<file path="src/rtl/axi_traffic_responder.sv">
// AXI4 subordinate sink: terminates AW/W/AR bursts, answers B and address-pattern R data, counts completions.
// Latency: B valid b_delay+1 cycles after the last W beat; first R beat r_delay+1 cycles after AR, then back-to-back.
// Backpressure: one outstanding write and one read; AW/AR stall until their path is idle, B/R held until ready.

package axi_traffic_responder_pkg;

    localparam int unsigned AXI_ADDR_W = 64;
    localparam int unsigned AXI_DATA_W = 64;
    localparam int unsigned AXI_ID_W   = 8;
    localparam int unsigned AXI_USER_W = 2;

    typedef struct packed {
        logic [AXI_ID_W-1:0]   id;
        logic [AXI_ADDR_W-1:0] addr;
        logic [7:0]            len;
        logic [2:0]            size;
        logic [1:0]            burst;
        logic                  lock;
        logic [3:0]            cache;
        logic [2:0]            prot;
        logic [3:0]            qos;
        logic [3:0]            region;
        logic [AXI_USER_W-1:0] user;
    } axi_ax_chan_t;

    typedef struct packed {
        logic [AXI_DATA_W-1:0]   data;
        logic [AXI_DATA_W/8-1:0] strb;
        logic                    last;
        logic [AXI_USER_W-1:0]   user;
    } axi_w_chan_t;

    typedef struct packed {
        logic [AXI_ID_W-1:0]   id;
        logic [1:0]            resp;
        logic [AXI_USER_W-1:0] user;
    } axi_b_chan_t;

    typedef struct packed {
        logic [AXI_ID_W-1:0]   id;
        logic [AXI_DATA_W-1:0] data;
        logic [1:0]            resp;
        logic                  last;
        logic [AXI_USER_W-1:0] user;
    } axi_r_chan_t;

    typedef struct packed {
        axi_ax_chan_t aw;
        logic         aw_valid;
        axi_w_chan_t  w;
        logic         w_valid;
        logic         b_ready;
        axi_ax_chan_t ar;
        logic         ar_valid;
        logic         r_ready;
    } axi_req_t;

    typedef struct packed {
        logic        aw_ready;
        logic        ar_ready;
        logic        w_ready;
        logic        b_valid;
        axi_b_chan_t b;
        logic        r_valid;
        axi_r_chan_t r;
    } axi_rsp_t;

endpackage

module axi_traffic_responder #(
    parameter int unsigned DATA_WIDTH = 64,
    parameter int unsigned ADDR_WIDTH = 64,
    parameter int unsigned ID_WIDTH   = 8,
    parameter int unsigned USER_WIDTH = 2,
    parameter type axi_req_t = axi_traffic_responder_pkg::axi_req_t,
    parameter type axi_rsp_t = axi_traffic_responder_pkg::axi_rsp_t
) (
    input  logic        clk_i,
    input  logic        rst_ni,
    input  axi_req_t    slv_req_i,
    output axi_rsp_t    slv_rsp_o,
    input  logic [7:0]  b_delay_i,
    input  logic [7:0]  r_delay_i,
    input  logic        err_i,
    output logic [31:0] wr_count_o,
    output logic [31:0] rd_count_o
);

    localparam logic [1:0] BURST_FIXED = 2'b00;
    localparam logic [1:0] RESP_OKAY   = 2'b00;
    localparam logic [1:0] RESP_SLVERR = 2'b10;

    typedef enum logic [1:0] {W_IDLE, W_DATA, W_WAIT, W_RESP} w_state_e;
    typedef enum logic [1:0] {R_IDLE, R_WAIT, R_DATA} r_state_e;

    w_state_e              w_state;
    logic [ID_WIDTH-1:0]   w_id;
    logic [7:0]            w_len;
    logic [7:0]            w_beat;
    logic [7:0]            b_cnt;
    logic                  w_err;
    logic                  w_mis;
    logic [31:0]           wr_count;

    r_state_e              r_state;
    logic [ID_WIDTH-1:0]   r_id;
    logic [ADDR_WIDTH-1:0] r_addr;
    logic [7:0]            r_len;
    logic [7:0]            r_beat;
    logic [2:0]            r_size;
    logic [1:0]            r_burst;
    logic [7:0]            r_cnt;
    logic                  r_err;
    logic [31:0]           rd_count;

    logic aw_rdy, w_rdy, b_vld, ar_rdy, r_vld;
    logic r_last;

    assign aw_rdy = (w_state == W_IDLE);
    assign w_rdy  = (w_state == W_DATA);
    assign b_vld  = (w_state == W_RESP);
    assign ar_rdy = (r_state == R_IDLE);
    assign r_vld  = (r_state == R_DATA);
    assign r_last = (r_beat == r_len);

    // Write path: a delay of zero skips W_WAIT so B is valid the cycle after the last beat.
    always_ff @(posedge clk_i or negedge rst_ni) begin
        if (!rst_ni) begin
            w_state  <= W_IDLE;
            w_id     <= '0;
            w_len    <= '0;
            w_beat   <= '0;
            b_cnt    <= '0;
            w_err    <= 1'b0;
            w_mis    <= 1'b0;
            wr_count <= '0;
        end else begin
            case (w_state)
                W_IDLE: begin
                    if (slv_req_i.aw_valid) begin
                        w_id    <= slv_req_i.aw.id;
                        w_len   <= slv_req_i.aw.len;
                        b_cnt   <= b_delay_i;
                        w_err   <= err_i;
                        w_mis   <= 1'b0;
                        w_beat  <= '0;
                        w_state <= W_DATA;
                    end
                end
                W_DATA: begin
                    if (slv_req_i.w_valid) begin
                        w_beat <= w_beat + 8'd1;
                        // last must coincide exactly with beat index len; any other pairing is a mismatch
                        if ((w_beat == w_len) != slv_req_i.w.last) begin
                            w_mis <= 1'b1;
                        end
                        if (slv_req_i.w.last) begin
                            w_state <= (b_cnt == 8'd0) ? W_RESP : W_WAIT;
                        end
                    end
                end
                W_WAIT: begin
                    b_cnt <= b_cnt - 8'd1;
                    if (b_cnt == 8'd1) begin
                        w_state <= W_RESP;
                    end
                end
                W_RESP: begin
                    if (slv_req_i.b_ready) begin
                        wr_count <= wr_count + 32'd1;
                        w_state  <= W_IDLE;
                    end
                end
                default: w_state <= W_IDLE;
            endcase
        end
    end

    // Read path: same delay scheme; the beat address doubles as the synthetic data pattern.
    always_ff @(posedge clk_i or negedge rst_ni) begin
        if (!rst_ni) begin
            r_state  <= R_IDLE;
            r_id     <= '0;
            r_addr   <= '0;
            r_len    <= '0;
            r_beat   <= '0;
            r_size   <= '0;
            r_burst  <= '0;
            r_cnt    <= '0;
            r_err    <= 1'b0;
            rd_count <= '0;
        end else begin
            case (r_state)
                R_IDLE: begin
                    if (slv_req_i.ar_valid) begin
                        r_id    <= slv_req_i.ar.id;
                        r_addr  <= slv_req_i.ar.addr;
                        r_len   <= slv_req_i.ar.len;
                        r_size  <= slv_req_i.ar.size;
                        r_burst <= slv_req_i.ar.burst;
                        r_cnt   <= r_delay_i;
                        r_err   <= err_i;
                        r_beat  <= '0;
                        r_state <= (r_delay_i == 8'd0) ? R_DATA : R_WAIT;
                    end
                end
                R_WAIT: begin
                    r_cnt <= r_cnt - 8'd1;
                    if (r_cnt == 8'd1) begin
                        r_state <= R_DATA;
                    end
                end
                R_DATA: begin
                    if (slv_req_i.r_ready) begin
                        if (r_last) begin
                            rd_count <= rd_count + 32'd1;
                            r_state  <= R_IDLE;
                        end else begin
                            r_beat <= r_beat + 8'd1;
                            // WRAP is deliberately treated as INCR
                            if (r_burst != BURST_FIXED) begin
                                r_addr <= r_addr + (ADDR_WIDTH'(1) << r_size);
                            end
                        end
                    end
                end
                default: r_state <= R_IDLE;
            endcase
        end
    end

    always_comb begin
        slv_rsp_o          = '0;
        slv_rsp_o.aw_ready = aw_rdy;
        slv_rsp_o.w_ready  = w_rdy;
        slv_rsp_o.b_valid  = b_vld;
        slv_rsp_o.b.id     = w_id;
        slv_rsp_o.b.resp   = (w_err || w_mis) ? RESP_SLVERR : RESP_OKAY;
        slv_rsp_o.b.user   = {USER_WIDTH{1'b0}};
        slv_rsp_o.ar_ready = ar_rdy;
        slv_rsp_o.r_valid  = r_vld;
        slv_rsp_o.r.id     = r_id;
        slv_rsp_o.r.data   = DATA_WIDTH'(r_addr);
        slv_rsp_o.r.resp   = r_err ? RESP_SLVERR : RESP_OKAY;
        slv_rsp_o.r.last   = r_last;
        slv_rsp_o.r.user   = {USER_WIDTH{1'b0}};
    end

    assign wr_count_o = wr_count;
    assign rd_count_o = rd_count;

    // Payload, strobes and most AX attributes are intentionally ignored by this sink.
    logic unused_req;
    assign unused_req = ^slv_req_i;

endmodule

</file>
<file path="config.mk">
export PLATFORM = sky130hd
export DESIGN_NAME = axi_traffic_responder
export DESIGN_NICKNAME = d
export VERILOG_FILES = /design/src/rtl/axi_traffic_responder.sv
export SDC_FILE = /design/constraint.sdc
export NUM_CORES = 1
export LEC_CHECK = 0
export BUFFER_PORTS_ARGS = -buffer_cell sky130_fd_sc_hd__buf_2
export CAP_MARGIN = 10
export CORE_AREA = 4 4 176 178
export DETAILED_ROUTE_END_ITERATION = 10
export DIE_AREA = 0 0 180 182
export PLACE_DENSITY = 0.69
export SYNTH_ARGS = -nofsm -noshare
export SYNTH_HDL_FRONTEND = slang
export SYNTH_SLANG_ARGS = --single-unit
</file>
<file path="constraint.sdc">
create_clock -name clk_i -period 2.85 [get_ports clk_i]
set_clock_uncertainty 0.1 [all_clocks]
set_input_delay 0.1425 -clock clk_i [delete_from_list [all_inputs] [get_ports clk_i]]
set_output_delay 0.1425 -clock clk_i [all_outputs]
set_load 0.02 [all_outputs]
</file>
* After elaboration in Yosys (flattened, before gate mapping)
Index checks and enable logic that the tools add are counted.
** Operators by class
- Mux-type cells :: 35
- Equal/unequal tests :: 22
- Shifts and indexed selects :: 1
- Reduce and logical (&&, ||, !) cells :: 22
- $add $sub $neg :: 7
** Operator list (number)
- 64-bit two-way mux :: 4
- 64-bit one-hot mux with 2 select lines :: 1
- 32-bit by 1-bit adder with 32-bit output (second input constant) :: 2
- 64-bit adder :: 1
- 8-bit one-hot mux with 2 select lines :: 4
- 1-bit by 3-bit << shifter with 64-bit output (first input constant) :: 1
- 8-bit two-way mux :: 7
- 2-bit two-way mux :: 12
- 2-bit != test (second input constant) :: 9
- 8-bit by 1-bit adder with 8-bit output (second input constant) :: 2
- 8-bit by 1-bit == test with 1-bit output (second input constant) :: 2
- 8-bit == test :: 2
- 8-bit logical NOT :: 2
- 8-bit by 1-bit subtractor with 8-bit output (second input constant) :: 2
- 4-bit AND reduction :: 3
- 2-bit AND reduction :: 5
- 5-bit AND reduction :: 2
- 2-bit nonzero test :: 5
- 2-bit one-hot mux with 4 select lines :: 1
- 2-bit == test (second input constant) :: 3
- 2-bit by 1-bit != test with 1-bit output (second input constant) :: 3
- 2-bit one-hot mux with 3 select lines :: 1
- 3-bit AND reduction :: 2
- 2-bit by 1-bit == test with 1-bit output (second input constant) :: 2
- 5 further kinds :: 9
** Storage, ports and cells
- Register bits :: 204
- Logic and storage cells :: 105

* Logic depth before layout (Yosys ltp)
Gate-level depths: netlist of the first run.
- Word-level depth :: 6
- Depth in mapped cells :: 11

* Worst setup path after synthesis of the first run
OpenSTA, ideal clock, no wires.
- Kind :: flip-flop to flip-flop
- Start :: reg r_size[1]
- End :: reg r_addr[42]
- Cell stages (with the launch flop) :: 11
- Clock period less this slack :: 2.815 ns
- Buffers on the path :: 1
- Path slack :: 0.035 ns
- Arrival :: 2.614 ns
- Cells stage by stage :: dfrtp_1 -> clkbuf_1 -> nor3_1 -> ha_1 -> fa_1 -> a21o_1 -> a221o_1 -> a21o_1 -> and3_1 -> and4_1 -> nor4_1
** Between the ends
- Word-level cells in the longest chain between the ends :: 6
** Ends and longest elaborated chain
- start, declared :: RTL line 110 : logic [2:0] r_size;
- start signal, assigned :: RTL line 199 : r_size <= slv_req_i.ar.size;
- 1-bit by 3-bit << shifter with 64-bit output :: RTL line 222 : r_addr <= r_addr + (ADDR_WIDTH'(1) << r_size);
- 64-bit adder :: RTL line 222
- 64-bit two-way mux :: RTL line 221 : if (r_burst != BURST_FIXED) begin
- 64-bit two-way mux :: RTL line 215 : if (r_last) begin
- 64-bit two-way mux :: RTL line 214 : if (slv_req_i.r_ready) begin
- 64-bit one-hot mux with 2 select lines :: RTL line 193 : case (r_state)
- end signal, assigned :: RTL line 197 : r_addr <= slv_req_i.ar.addr;
- end signal, assigned :: RTL line 222
- end, declared :: RTL line 107 : logic [ADDR_WIDTH-1:0] r_addr;
No other way between the ends. The select of a mux whose other input is x is not followed.
A chain may end at the register's enable or synchronous reset.

* Worst setup path in the final report of the first run
- Start :: reg r_size[1]
- End :: reg r_addr[54]
Same word-level chain as after synthesis.

==> summary.txt, run 1 <==
Status: finished clean
Core box area: 29400 um^2
Die X-Extent: 180 um
Worst EP required: 3.15 ns
Slew Viols, Final: 0
CP top delay family: simple AND/OR/NAND/NOR gates
Slowest-stage cell, CP: dfrtp_2
Cells after synthesis: 1229
Bufs and invs on worst path: 2
RSZ-0062 raised after global routing: yes
Mapped cell area: 11300 um^2
Die height: 182 um
Period utilization: 0.986
Sink Count: 204
FF+latch area: 5110 um^2
CP Class: reg -> reg
Library cells used by synthesis: 80
CTS buffer count: 24
Post-synth EDFFs: 0
Final ANT Viol Nets: 0
Largest net degree at the start of global routing: 85
Pre-Repair DR Iteration Count: 5
RePlAce Congestion: 0.894
First DRT Iteration DRCs: 844
PortBufs: 277
Final net count: 1977
Worst EP arrival: 3.11 ns
Hold WS: 0.0520 ns
WL/cell: 18.9 um
Crit. End Element: register
Layout cell share with drive strength beyond 1: 0.280
Area Overhead vs Synth: 39.4%
Max Clock Freq: 356 MHz
Vias in the first global route: 11300
Max-cap violations: 0
Post-DP HPWL: 27.0 mm
Area of the multi-input gates: 6100 um^2
VDD IR-drop max: 0.000654 V
Cells along the critical path: nor3_1, ha_2, fa_2, a21o_1, a221o_1, a21oi_4, buf_6, buf_4, nor4_4, and3_1, nor3_1
Initial antenna violation count: 2
Synth top area share: 0.450
Slew HR: 0.528
Clock root buffer: clkbuf_16
Clock Latency Late Sink: 0.53 ns
Via count: 11300
Cell repeated most along the worst path: nor3_1
Fin. Hold Viols: 0
Register area share after synthesis: 0.450
H-tree levels: 1
TritonCTS clock tree: built
Async SR Flop Fraction: 1.00
Final wirelength: 38.9 mm
Tightest Pin Transition: 0.706 ns
First-pass GRT wire length: 62.3 mm
Crit path max fanout: 8
Synth area leader: dfrtp_1
Startpoint types: register
Row cnt: 63
Post-layout util: 0.537
Pleak: 7.37 nW
Clock Pin Slew Worst Setup and Hold Paths: 0.06 ns
Number of inserted diodes: 0
Initial Util: 0.386
Max stage delay on crit path: 0.47 ns
Tot GR Track Use: 0.229
Final setup fails: 0
Mapped Avg Cell Area: 9.23 um^2
Yosys warns: 0
Remaining DRCs: 0
P per Cell Area: 898 nW/um^2
Main synth FF type: dfrtp_1
Area contributors post-synth: dfrtp_1 45%, nand2_1 5.6%, xnor2_1 4.3%
Die area: 32800 um^2
Grt ovf: 0
Final min period: 2.81 ns
Number of synthesized register bits: 204
Fillers: 2600
Hold WC Path Type: in -> reg
Vias per inst: 5.50
I/O Pins: 463
Clock tree buffer depth: 3
[cell usage in the layout (no fill, tap or decap), types with 6 or more instances in the layout]
cell type      instances
a211oi_1               6
a21o_1                 6
a21oi_1               56
a22oi_1                6
a311oi_1              13
a31oi_1               13
and2_1                12
and3_1                35
and4_1                16
buf_2                277
buf_4                 45
buf_6                 10
clkbuf_1               6
clkbuf_16             24
conb_1                 6
dfrtp_1              201
dlygate4sd3_1        121
ha_1                  17
inv_1                 25
mux2_2                21
nand2_1              165
nand3_1               49
nand4_1               36
nor2_1               107
nor3_1                31
nor4_1                17
nor4_2                 9
o211ai_1              10
o21ai_0               45
o22a_1                 6
o22ai_1               14
or3_1                 10
xnor2_1               56
xor2_1                38
[stage by stage]
stage	setup WS (ns)	std cells	instance area, um^2	TNS [ns]	power, mW
2_1_floorplan	0.0349	1234	11400	0	8.29
3_3_place_gp	-0.116	1878	13300	-0.926	10.2
3_5_place_dp	-0.166	1878	13300	-2.36	10.3
4_1_cts	-0.0127	2048	15500	-0.0184	13.9
5_1_grt	-0.0713	2057	15800	-0.664	15.1
6_report	0.0396	2057	15800	0	14.2
[routing by layer]
layer / track usage / routed length (um)
met4: 0.0527 / 872
met1: 0.310 / 16600
met2: 0.369 / 17500
met5: 0 / 16
met3: 0.0609 / 3820
[cell families (layout without fill, tap and decap cells)]
group,count (synthesis),after routing,synth area share
buf+inv,95,528,0.0370
other cells,1,6,0.000331
fa+ha+maj,21,21,0.0238
flops,204,204,0.450
simple gates,540,540,0.241
mux,25,25,0.0245
compound gates,248,248,0.149
xor+xnor,95,95,0.0740
[sequential cells by signal (all words and copies together), names as in the netlist]
register    count
r_addr         64
rd_count_o     32
wr_count_o     32
b_cnt           8
r_beat          8
r_cnt           8
r_id            8
r_len           8
w_beat          8
w_id            8
w_len           8
r_size          3
r_burst         2
r_state         2
w_state         2
r_err           1
w_err           1
w_mis           1
[repair_timing]
item	in CTS	in global routing
pin swaps	6	20
buffers inserted	7	8
hold buffers	121	0
cloned	0	1
endpoints found under the setup margin	35	49
endpoints found under the hold margin	202	0
resized for setup	14	55
[cell usage after synthesis (6+ instances only)]
cell type,instances
a211oi_1,9
a21o_1,6
a21oi_1,59
a22oi_1,6
a311oi_1,15
a31oi_1,13
and2_1,14
and3_1,35
and4_1,16
buf_2,10
buf_4,13
clkbuf_1,42
dfrtp_1,204
ha_1,20
inv_1,26
mux2_2,22
nand2_1,169
nand2b_1,6
nand3_1,49
nand4_1,36
nor2_1,110
nor3_1,33
nor3b_1,7
nor4_1,27
o211ai_1,10
o21ai_0,45
o22a_1,6
o22ai_1,15
or3_1,11
xnor2_1,56
xor2_1,38
[power by group]
part,switching [mW],internal [mW],leakage (nW)
logic,3.59,2.40,4.42
registers,1.10,3.81,2.54
clock network,1.27,2.01,0.407
total,5.96,8.23,7.37
[layout make-up]
| type | instances | area share |
|---|---|---|
| sequential | 204 | 0.323 |
| inverter | 26 | 0.00618 |
| clock buffer | 34 | 0.0429 |
| tap | 390 | 0.0309 |
| timing repair buffer | 460 | 0.201 |
| multi-input combinational | 935 | 0.386 |
| clock inverter | 8 | 0.00958 |
[final timing paths]
kind	startpoint	endpoint	slack, ns	cells after the start
max in group asynchronous	rst_ni	r_size[1]	1.65	3
worst min-delay path	slv_req_i[84]	r_addr[51]	0.05	4
worst max-delay path	r_size[1]	r_addr[54]	0.04	11
worst max register to register	r_size[1]	r_addr[54]	0.04	11
min in group asynchronous	rst_ni	rd_count_o[23]	0.13	2
worst min register to register	r_id[1]	r_id[1]	0.37	2
[tightest hold or removal path, cell delays in order]
cell and delay (ns):
buf_2 0.08, or3_1 0.12, o21ai_0 0.09, nor3b_1 0.17
Note: power is estimated with default switching activity, not from simulation.
==> run 2: changes to the inputs <==
- clock period: 2.85 -> 2.3 ns (I/O delays scaled with it)
==> summary.txt, run 2 (synthesis gave the netlist of run 1 again) <==
TritonCTS clock tree: built
Area Overhead vs Synth: 51.0%
Clock Latency Late Sink: 0.52 ns
I/O Pins: 463
Bufs and invs on worst path: 3
Final setup fails: 58
Period utilization: 1.20
Final wirelength: 42.0 mm
Max-cap violations: 0
Most frequent cells in the layout: 275 x buf_2, 200 x dfrtp_1, 163 x nand2_1
Fillers: 2420
H-tree levels: 1
Largest net degree at the start of global routing: 64
Die X-Extent: 180 um
Max stage delay on crit path: 0.45 ns
FF+latch area: 5110 um^2
Pleak: 7.97 nW
Cells along the critical path: buf_6, nor3b_4, ha_4, a211oi_4, o211ai_1, buf_4, a32oi_4, buf_4, nor4_1, a31o_2, a22oi_1
Row cnt: 63
Cell repeated most along the worst path: buf_4
WL/cell: 19.5 um
CP Class: reg -> reg
Initial antenna violation count: 1
Final net count: 2072
Final min period: 2.75 ns
TNS Setup: -18.75 ns
Crit. End Element: register
Slew Viols, Final: 0
Layout cell share with drive strength beyond 1: 0.364
Grt ovf: 0
Slew HR: 0.607
Pre-Repair DR Iteration Count: 8
Remaining DRCs: 0
Die height: 182 um
Tightest Pin Transition: 0.585 ns
Core box area: 29400 um^2
Die area: 32800 um^2
Final setup margin: -0.449 ns
Sink Count: 204
Hold WC Path Type: in -> async
VDD IR-drop max: 0.000841 V
Max FFs per register: 64
Startpoint types: register
Worst EP arrival: 3.08 ns
Clock root buffer: clkbuf_16
CTS buffer count: 24
First DRT Iteration DRCs: 892
Most common cell after layout, fill and taps aside: buf_2
RePlAce Congestion: 0.966
RSZ-0062 raised after global routing: yes
Clock Pin Slew Worst Setup and Hold Paths: 0.06 ns
Post-DP HPWL: 29.3 mm
Largest register by flop count: r_addr
Clock tree buffer depth: 3
Failing checks: setup timing
Hold WS: 0.0462 ns
PortBufs: 277
CP top delay family: compound AO/OA/AOI/OAI gates
Vias per inst: 5.59
Final ANT Viol Nets: 0
Initial Util: 0.386
First-pass GRT wire length: 66.7 mm
Area of the multi-input gates: 6590 um^2
Worst EP required: 2.63 ns
Slowest-stage cell, CP: dfrtp_2
Via count: 12000
P per Cell Area: 1120 nW/um^2
R2R Setup Slk: -0.45 ns
Status: complete, but fails checks
Vias in the first global route: 12100
Tot GR Track Use: 0.246
Fin. Hold Viols: 0
Max Clock Freq: 364 MHz
Crit path max fanout: 6
run 2: worst paths after layout:
check                              from    endpoint  cells after the start
min in group clk_i         slv_req_i[1]  r_state[1]                      4
hold reg to reg                 r_id[3]     r_id[3]                      2
max in group asynchronous        rst_ni     r_id[6]                      3
setup / recovery              r_size[1]  r_addr[23]                     11
setup reg to reg              r_size[1]  r_addr[23]                     11
hold / removal                   rst_ni    r_cnt[3]                      2
run 2: cell type report:
class                   instances  share of cell area
multi-input cells             935               0.385
repair buffers                555               0.231
clock inverters                 4             0.00409
well taps                     390              0.0285
inverters                      26             0.00636
diodes                          1            0.000146
clock buffers                  38              0.0458
flip-flops and latches        204               0.298
run 2: metrics by stage:
| stage | total power [mW] | instances | setup WS [ns] | util | instance area (um^2) |
|---|---|---|---|---|---|
| after floorplan | 10.4 | 1234 | -0.304 | - | 11500 |
| after global placement | 13.7 | 1970 | -0.470 | 0.481 | 14200 |
| after detailed placement | 13.9 | 1970 | -0.540 | 0.481 | 14200 |
| after CTS | 18.7 | 2136 | -0.389 | 0.564 | 16600 |
| after global routing | 20.3 | 2153 | -0.622 | 0.582 | 17100 |
| final | 19.2 | 2153 | -0.449 | 0.582 | 17100 |
run 2: metal layers:
metal | global-route usage | vias to the layer above | part of all wire
met3 | 0.0779 | 121 | 0.10
met2 | 0.405 | 658 | 0.47
li1 | - | 5468 | -
met1 | 0.310 | 5778 | 0.39
met4 | 0.0823 | 0 | 0.038
met5 | 0 | - | 0
run 2: what timing repair did:
action                                  CTS  global route
cloned                                    0             0
gates resized for setup                  75            92
hold buffers                            120             0
setup buffers                             5            17
pin swaps                                44            54
hold endpoints to repair                328             0
endpoints found under the setup margin   61            72
run 2: report_power, final:
group / switching, mW / leakage (nW) / total (mW) / internal [mW]
Combinational: 5.41 / 5.01 / 9.34 / 3.92
Sequential: 1.11 / 2.54 / 5.84 / 4.73
Clock: 1.53 / 0.426 / 4.07 / 2.54
Total: 8.05 / 7.97 / 19.2 / 11.2
run 2: worst register-to-register path, stage by stage, from the launching register on:
cell and delay, ns:
dfrtp_2 0.45, buf_6 0.15, nor3b_4 0.27, ha_4 0.26
a211oi_4 0.25, o211ai_1 0.14, buf_4 0.20, a32oi_4 0.25
buf_4 0.18, nor4_1 0.05, a31o_2 0.24, a22oi_1 0.14
==> run 3: changes to the inputs <==
- GPL_TIMING_DRIVEN: default -> 0
==> summary.txt, run 3 (synthesis gave the netlist of run 1 again) <==
Final wirelength: 45.7 mm
Die height: 182 um
Most frequent cells in the layout: 282 x buf_2, 197 x dfrtp_1, 165 x nand2_1
RSZ-0062 raised after global routing: yes
Vias in the first global route: 12400
Status: complete, but fails checks
Post-DP HPWL: 30.9 mm
Worst EP required: 2.62 ns
Layout cell share with drive strength beyond 1: 0.366
Startpoint types: register
Final non-filler cell total: 2142
Largest net degree at the start of global routing: 87
Max Clock Freq: 351 MHz
Pre-Repair DR Iteration Count: 5
Post-route cell area: 17200 um^2
Clock Pin Slew Worst Setup and Hold Paths: 0.06 ns
Clock tree buffer depth: 3
Pleak: 8.04 nW
Total power: 18.9 mW
Via count: 12200
Fillers: 2407
PortBufs: 277
Initial Util: 0.386
Post-Place Cells: 1903
Max-cap violations: 0
Most common cell after layout, fill and taps aside: buf_2
Die X-Extent: 180 um
Hold WS: 0.000742 ns
Clock root buffer: clkbuf_16
Core box area: 29400 um^2
Crit. End Element: register
Area Overhead vs Synth: 51.4%
Hold WC Path Type: in -> async
Cells along the critical path: buf_8, buf_6, and3b_2, ha_4, a21oi_4, a21boi_4, a21oi_4, buf_8, buf_6, o41ai_2, a21oi_1, a311oi_1
Slew Viols, Final: 0
RePlAce Congestion: 0.961
CP Class: reg -> reg
WL/cell: 21.3 um
Grt ovf: 0
Final net count: 2065
Tightest Pin Transition: 0.996 ns
CTS buffer count: 24
Row cnt: 63
Worst EP arrival: 3.16 ns
Tot GR Track Use: 0.267
Failing checks: setup timing
Final min period: 2.84 ns
Max stage delay on crit path: 0.38 ns
VDD IR-drop max: 0.000762 V
Final setup fails: 57
Largest register by flop count: r_addr
Fin. Hold Viols: 0
Remaining DRCs: 0
TritonCTS clock tree: built
Die area: 32800 um^2
I/O Pins: 463
Clock Latency Late Sink: 0.52 ns
H-tree levels: 1
Period utilization: 1.24
Max FFs per register: 64
TNS Setup: -22.45 ns
Final ANT Viol Nets: 0
Post-DP Area: 13400 um^2
Initial antenna violation count: 1
Slowest-stage cell, CP: dfrtp_1
First DRT Iteration DRCs: 1110
Sink Count: 204
P per Cell Area: 1100 nW/um^2
Slew HR: 0.336
First-pass GRT wire length: 70.8 mm
Vias per inst: 5.71
Crit path max fanout: 6
Final setup margin: -0.545 ns
==> run 3: cell types whose count changed in the layout (fill, tap and decap cells not counted), sizes merged <==
| cell | change |
|---|---|
| clkbuf | +31 |
| inv | +1 |
| bufinv | -1 |
| buf | -45 |
| dlygate4sd3 | +4 |
| clkinvlp | -1 |
==> run 3: per-stage QoR <==
| stage | utilization | worst slack (ns) |
|---|---|---|
| floorplan | - | -0.304 |
| global placement | 0.454 | -3.04 |
| detailed placement | 0.456 | -0.716 |
| CTS | 0.558 | -0.505 |
| global route | 0.584 | -0.661 |
| finish | 0.584 | -0.545 |
==> run 3: final cells by class <==
class | count | area, um^2 | share of cell area
Buffer | 67 | 469 | 0.0273
Multi-Input combinational cell | 935 | 6840 | 0.398
Antenna cell | 1 | 2.50 | 0.000146
Timing Repair Buffer | 481 | 3390 | 0.197
Inverter | 26 | 100 | 0.00583
Clock buffer | 35 | 733 | 0.0427
Clock inverter | 3 | 40.0 | 0.00233
Tap cell | 390 | 488 | 0.0284
Sequential cell | 204 | 5110 | 0.298
==> run 3: critical path, delay by kind of cell (launching register included) <==
| family | cells | cell delay, ns |
|---|---|---|
| buffers and inverters | 4 | 0.55 |
| AND/OR/NAND/NOR | 1 | 0.21 |
| adder cells (fa/ha/maj) | 1 | 0.34 |
| AO/OA/AOI/OAI | 6 | 1.15 |
| flip-flops | 1 | 0.38 |
==> run 3: path summary, 6_finish.rpt <==
kind	start	end	slack [ns]	cells past startpoint
min reg2reg	rd_count_o[31]	rd_count_o[31]	0.36	1
min in group clk_i	slv_req_i[52]	r_addr[19]	0.12	4
max	r_size[2]	r_addr[33]	-0.54	12
max reg2reg	r_size[2]	r_addr[33]	-0.54	12
min	rst_ni	r_cnt[5]	0.0007	2
max in group asynchronous	rst_ni	wr_count_o[5]	1.27	3
==> run 3: timing repair <==
action | in CTS | in global routing
hold buffers | 124 | 0
pin swaps | 73 | 79
gates resized for setup | 167 | 140
setup endpoints to repair | 137 | 140
gates cloned | 3 | 0
hold endpoints to repair | 332 | 0
buffers inserted | 34 | 44
==> run 3: routing by layer <==
metal / share of wire / track usage
met3: 0.11 / 0.0801
met4: 0.050 / 0.0978
met2: 0.46 / 0.437
met1: 0.38 / 0.336
met5: 0 / 0
==> run 3: where the power goes <==
part	leakage (nW)	switching (mW)	total (mW)	internal, mW
clock	0.384	1.53	3.82	2.29
combinational	5.12	5.16	8.81	3.65
sequential	2.53	1.51	6.24	4.72
total	8.04	8.20	18.9	10.7
